**src/rtl/systolic_skew_scheduler.sv**
```systemverilog
// Sequences one tile of UB reads into the per-row skew FIFOs and tracks per-lane output validity.
// Optional stall-cycle performance counter enabled by defining SKEW_PERF_CNT_EN.
module systolic_skew_scheduler #(
  parameter int unsigned SA_ROWS = 4,
  parameter int unsigned ADDR_W  = 8,
  parameter int unsigned LEN_W   = 8
) (
  input  logic               clk,
  input  logic               rst,
  input  logic               start,
  input  logic [ADDR_W-1:0]  base_addr,
  input  logic [LEN_W-1:0]   num_vecs,
  input  logic               sa_stall,
  output logic               busy,
  output logic               done,
  output logic               ubuf_rd_en,
  output logic [ADDR_W-1:0]  ubuf_rd_addr,
  output logic [SA_ROWS-1:0] load_en,
  output logic [SA_ROWS-1:0] shift_en,
  output logic [SA_ROWS-1:0] lane_valid
`ifdef SKEW_PERF_CNT_EN
  ,
  output logic [15:0]        stall_cycles
`endif
);

  localparam int unsigned DRN_W = $clog2(SA_ROWS + 2);
  localparam logic [DRN_W-1:0] DRN_LAST = DRN_W'(SA_ROWS);

  typedef enum logic [1:0] {IDLE, READ, DRAIN, DONE} state_t;

  state_t             state_q, state_d;
  logic [ADDR_W-1:0]  base_q, base_d;
  logic [LEN_W-1:0]   k_q, k_d;
  logic [LEN_W-1:0]   rd_cnt_q, rd_cnt_d;
  logic [DRN_W-1:0]   drn_q, drn_d;
  logic               rd_valid_q;
  logic               shift_c;
  logic               load_c;

  // State, captured tile parameters and counters
  always_ff @(posedge clk) begin
    if (rst) begin
      state_q    <= IDLE;
      base_q     <= '0;
      k_q        <= '0;
      rd_cnt_q   <= '0;
      drn_q      <= '0;
      rd_valid_q <= 1'b0;
    end else begin
      state_q  <= state_d;
      base_q   <= base_d;
      k_q      <= k_d;
      rd_cnt_q <= rd_cnt_d;
      drn_q    <= drn_d;
      if (!sa_stall) rd_valid_q <= ubuf_rd_en;
    end
  end

  // Next-state and sequencing outputs; stall freezes every advancing strobe
  always_comb begin
    state_d      = state_q;
    base_d       = base_q;
    k_d          = k_q;
    rd_cnt_d     = rd_cnt_q;
    drn_d        = drn_q;
    busy         = 1'b1;
    done         = 1'b0;
    ubuf_rd_en   = 1'b0;
    ubuf_rd_addr = '0;
    shift_c      = 1'b0;
    case (state_q)
      IDLE: begin
        busy = 1'b0;
        if (start) begin
          base_d   = base_addr;
          k_d      = num_vecs;
          rd_cnt_d = '0;
          drn_d    = '0;
          state_d  = (num_vecs == '0) ? DONE : READ;
        end
      end
      READ: begin
        ubuf_rd_addr = base_q + ADDR_W'(rd_cnt_q);
        if (!sa_stall) begin
          ubuf_rd_en = 1'b1;
          shift_c    = 1'b1;
          rd_cnt_d   = rd_cnt_q + LEN_W'(1);
          if (rd_cnt_q == k_q - LEN_W'(1)) state_d = DRAIN;
        end
      end
      DRAIN: begin
        if (!sa_stall) begin
          shift_c = 1'b1;
          drn_d   = drn_q + DRN_W'(1);
          if (drn_q == DRN_LAST) state_d = DONE;
        end
      end
      DONE: begin
        done    = 1'b1;
        state_d = IDLE;
      end
      default: state_d = IDLE;
    endcase
    load_c   = rd_valid_q & shift_c;
    load_en  = {SA_ROWS{load_c}};
    shift_en = {SA_ROWS{shift_c}};
  end

  // Per-lane validity pipe mirrors the (r+1)-deep skew FIFO
  for (genvar r = 0; r < SA_ROWS; r++) begin : g_lane
    localparam int unsigned DEPTH = r + 1;
    logic [DEPTH-1:0] vpipe_q;
    always_ff @(posedge clk) begin
      if (rst) vpipe_q <= '0;
      else if (shift_en[r]) vpipe_q <= DEPTH'({vpipe_q, load_en[r]});
    end
    assign lane_valid[r] = vpipe_q[DEPTH-1];
  end

`ifdef SKEW_PERF_CNT_EN
  // Saturating count of stalled busy cycles, cleared when a tile is accepted
  always_ff @(posedge clk) begin
    if (rst) stall_cycles <= '0;
    else if (state_q == IDLE && start) stall_cycles <= '0;
    else if (busy && sa_stall && stall_cycles != 16'hFFFF) stall_cycles <= stall_cycles + 16'd1;
  end
`endif

endmodule

```
**config.mk**
```make
export PLATFORM = sky130hd
export DESIGN_NAME = systolic_skew_scheduler
export DESIGN_NICKNAME = d
export VERILOG_FILES = /design/src/rtl/systolic_skew_scheduler.sv
export SDC_FILE = /design/constraint.sdc
export NUM_CORES = 1
export LEC_CHECK = 0
export ABC_AREA = 1
export ABC_CLOCK_PERIOD_IN_PS = 2620
export BUFFER_PORTS_ARGS = -buffer_cell sky130_fd_sc_hd__buf_2
export CORE_ASPECT_RATIO = 1.1
export CORE_UTILIZATION = 39
export DETAILED_ROUTE_END_ITERATION = 12
export PLACE_DENSITY_LB_ADDON = 0.3
export SLEW_MARGIN = 20
export SYNTH_ARGS = -nofsm -noshare
export SYNTH_HDL_FRONTEND = slang
export SYNTH_SLANG_ARGS = --single-unit
```
**constraint.sdc**
```tcl
create_clock -name clk -period 2.62 [get_ports clk]
set_clock_uncertainty 0.2 [all_clocks]
set_input_delay 0.393 -clock clk [delete_from_list [all_inputs] [get_ports clk]]
set_output_delay 0.393 -clock clk [all_outputs]
set_load 0.005 [all_outputs]
```
Word level (Yosys, flattened, before mapping). Index checks and enable logic that the tools add are counted.

Register bits: 40. Word-level logic and storage cells: 53.

$add $sub $neg: 4. Equal/unequal tests: 10. Multiplexer cells: 19. Bitwise logic cells: 1. Reductions and logical operators: 9.

Operators with widths (count): $mux W8 (3); $pmux W8 S2 (1); $mux W2 (6); $ne A2 B2 Y1 const B (5); $add A8 B1 Y8 const B (1); $add A8 B8 Y8 (1); $eq A8 B8 Y1 (1); $logic_not A8 Y1 (1); $pmux W2 S4 (1); $sub A8 B1 Y8 const B (1); $mux W3 (2); $pmux W3 S2 (1); $reduce_and A3 Y1 (2); $mux W1 (5); $reduce_and A5 Y1 (1); $eq A2 B2 Y1 const B (2); $reduce_bool A2 Y1 (2); $add A3 B1 Y3 const B (1); $eq A3 B3 Y1 const B (1); $eq A2 B1 Y1 const B (1); $logic_not A2 Y1 (1); $reduce_and A2 Y1 (1); $reduce_or A2 Y1 (1); $and A1 B1 Y1 (1).

Depth between registers and ports, before layout.
Word-level depth: 5. Depth in mapped cells: 15. Gate-level depth less buffers: 15.

Worst setup path before layout. Ideal clock, no wire load.

Path kind: register to output. Start: register rd_cnt_q[0]. End: output port ubuf_rd_addr[6]. Data arrival time: 1648 ps. Path slack: 379 ps. Stages on the path, launching flop included: 10. Path buffers: 0. Cell sequence: dfxtp_1 ha_1 fa_1 nand2_1 nand2_1 a21oi_1 o21ai_0 a21oi_1 xor2_1 nor2_1.

Cells in the longest elaborated chain, start to end: 2.

RTL lines: start, declared (RTL line 35) `logic [LEN_W-1:0] rd_cnt_q, rd_cnt_d;`; start signal, assigned (RTL line 54) `rd_cnt_q <= rd_cnt_d;`; $add A8 B8 Y8 (RTL line 84) `ubuf_rd_addr = base_q + ADDR_W'(rd_cnt_q);`; $mux W8 (RTL line 72) `case (state_q)`; end, declared (RTL line 17) `output logic [ADDR_W-1:0] ubuf_rd_addr,`.

Every way passes these cells.

Worst setup path in the final report. Ends and elaborated chain as after synthesis.

==> out/qor.txt <==
routability congestion estimate: 0.827
post-synth top area cell: dfxtp_1
antenna violations before repair: 0
iteration count of the initial detailed-routing pass: 4
Clk Latency, worst-skew pair: 290 ps
peak fanout along the critical path: 3
global-route wire length before repair: 8.04 mm
overall die height: 80.4 um
Die ar.: 5890 sq um
diode insertion count for antenna repair: 0
fraction of final layout cells with drive strength greater than 1: 21.5%
number of warning messages in the yosys log: 0
vias in the first global route: 1836
Primary FF master, synth: dfxtp_1
antenna viol nets, final: 0
Syn Nets: 356
sequential element share of the synthesized area: 31.2%
# DRC: 0
largest voltage drop on the vdd net: 0.425 mV
Die X-Extent: 73.3 um
overall routed net length: 4.82 mm
cell chain of the critical path: ha_4 -> fa_2 -> nand2_1 -> nand2_1 -> a21oi_2 -> o21ai_1 -> a21oi_1 -> xor2_1 -> nor2_1 -> buf_2
Final Util: 47.1%
starting density of the core: 40.4%
worst min-delay path category: primary input to flop
Crit path required time: 2030 ps
Hold Path Cell Cnt: 3
list of most frequent post-synthesis cells: 55 x nand2_1, 52 x nor2_1, 37 x inv_1, 34 x dfxtp_1
final hold violations: 0
CTS Buffer Depth: 2
Rel. slew slack: 69.2%
CP max stage delay: 370 ps
Worst setup EP type: output pin
leakage power: 1.26 nW
pin count of the biggest net entering global routing: 16
number of unique standard cell types used by synthesis: 32
Data arrival, critical path: 1970 ps
Async S/R FF share, synth: 0%
post-route clock period utilization: 98.0%
area growth from synthesis to layout: 16.5%
run status: finished, final reports clean
R2R depth: 10
routed wirelength normalized by instance count: 11.1 um
count of placed standard cells in the final layout, fillers left out: 433
detail-routed via count per cell: 4.77
iteration-0 DRC count of the detailed router: 66
worst hold slack: 159 ps
number of buffers inserted by hold repair at cts: 0
Synth Area per Inst: 6.83 sq um
clock-pin slew of the registers on the worst-case setup and hold paths: 70 ps
share of the synthesized area in the top cell type: 31.2%
setup repair after global routing missed its margin: true
core region area: 5400 sq um
Crit path depth: 10
Synth area leaders: dfxtp_1 31%, nand2_1 9.5%, ha_1 9.2%
total number of vias: 2066
library cell used as clock root buffer: clkbuf_8
overflow left after global routing: 0
CTS sink cnt: 34
final max-slew violation count: 0
most repeated cell in the gate-level netlist after synthesis: nand2_1
Final HPWL DP: 3.72 mm
level count of the clock H-tree: 2
actual slew at the worst max-slew pin: 461 ps
cell family with the largest share of critical-path delay: adder cells
final worst setup slack: 52.9 ps
Crit path buffers/inverters: 1
number of buffers created by CTS: 5
critical path type: flop to output pin
post-layout minimum cycle time: 2570 ps
Synth Instances: 319
NumNets Final: 394
total routing usage reported by global routing: 17.9%
Std-Cell Rows: 28
most frequent cell on the critical path: nand2_1
startpoint type of the worst setup path: flop
Final setup violation count: 0
CTS tree: built
cell type of the slowest stage on the worst timing path: fa_2
Worst Setup Slack post-DPL: 159 ps
maximum capacitance violations: 0
number of buffer cells added on primary ports: 42
number of enable-type register cells in the synthesized netlist: 0
power density normalized to cell area: 815 nW/um^2
post-synthesis cell area: 2180 sq um
highest attainable clock frequency: 390 MHz
Inst Count DP: 423
FF+latch count, synth: 34
FILL cells: 579
Overall Power: 2.07 mW
Top Ports: 43
## registers in the layout (all words and copies together) (netlist names)
name            cells
rd_valid_q          1
g_lane.vpipe_q      4
k_q                 8
base_q              8
state_q             2
drn_q               3
rd_cnt_q            8
## worst min-delay path, cell delays in order
cell and delay [ps]:
buf_2 70, o21ai_0 70, nor2_1 80
## logic make-up after synthesis
group           count (synthesis)  synth area share [%]
simple gates                  141                  28.6
compound gates                 63                  15.0
buf+inv                        55                  11.4
flops                          34                  31.2
fa+ha+maj                      17                  10.1
xor+xnor                        9                  3.62
## power breakdown
part / switching [mW] / leakage (nW) / internal [mW]
registers: 0.0952 / 0.281 / 0.631
clock network: 0.194 / 0.0482 / 0.212
logic: 0.584 / 0.933 / 0.354
total: 0.873 / 1.26 / 1.20
## area by class of cell
cell class,instances,area (sq um),share of cell area (%)
well taps,75,93.8,3.70
multi-input cells,230,1270,50.1
inverters,40,150,5.91
clock inverters,1,5.00,0.197
flip-flops and latches,34,691,27.2
repair buffers,46,240,9.46
clock buffers,7,86.3,3.40
## per-layer routing
metal  track usage (%)  wire (um)  up-vias
met2              31.2       2340       35
li1                  -          -     1099
met4              6.47         68        0
met1              21.5       2260      925
met5                 0          0        -
met3              3.39        154        7
## final timing paths
kind	start	to	slack (ps)
hold reg to reg	rd_valid_q$_SDFFE_PP0N_	rd_valid_q$_SDFFE_PP0N_	260
setup reg to reg	state_q[1]$_SDFFE_PP0P_	rd_cnt_q[7]$_SDFFE_PP0P_	430
hold / removal	base_addr[2]	base_q[2]$_SDFFE_PP0P_	160
setup / recovery	rd_cnt_q[0]$_SDFFE_PP0P_	ubuf_rd_addr[6]	50
## metrics by stage
stage,cell area (sq um),setup TNS (ps)
5_1_grt,2540,-62.9
6_report,2540,0
3_3_place_gp,2400,0
3_5_place_dp,2400,0
4_1_cts,2530,-9.00
2_1_floorplan,2180,0
## layout by cell type (no fill, tap or decap), types with 6 or more instances in the layout
| master | Yosys | layout |
|---|---|---|
| nand2_1 | 55 | 55 |
| nor2_1 | 52 | 52 |
| buf_2 | 0 | 42 |
| inv_1 | 37 | 37 |
| dfxtp_1 | 34 | 30 |
| o21ai_0 | 28 | 27 |
| a21oi_1 | 28 | 26 |
| ha_1 | 16 | 15 |
| nand3_1 | 12 | 12 |
| xor2_1 | 7 | 7 |
| clkbuf_8 | 0 | 6 |
## what timing repair did
item,CTS,global route
gates cloned,0,0
pin swaps,5,5
buffers inserted,2,0
resized for setup,8,4
endpoints found under the setup margin,1,2
Note: power is estimated with default switching activity, not from simulation.
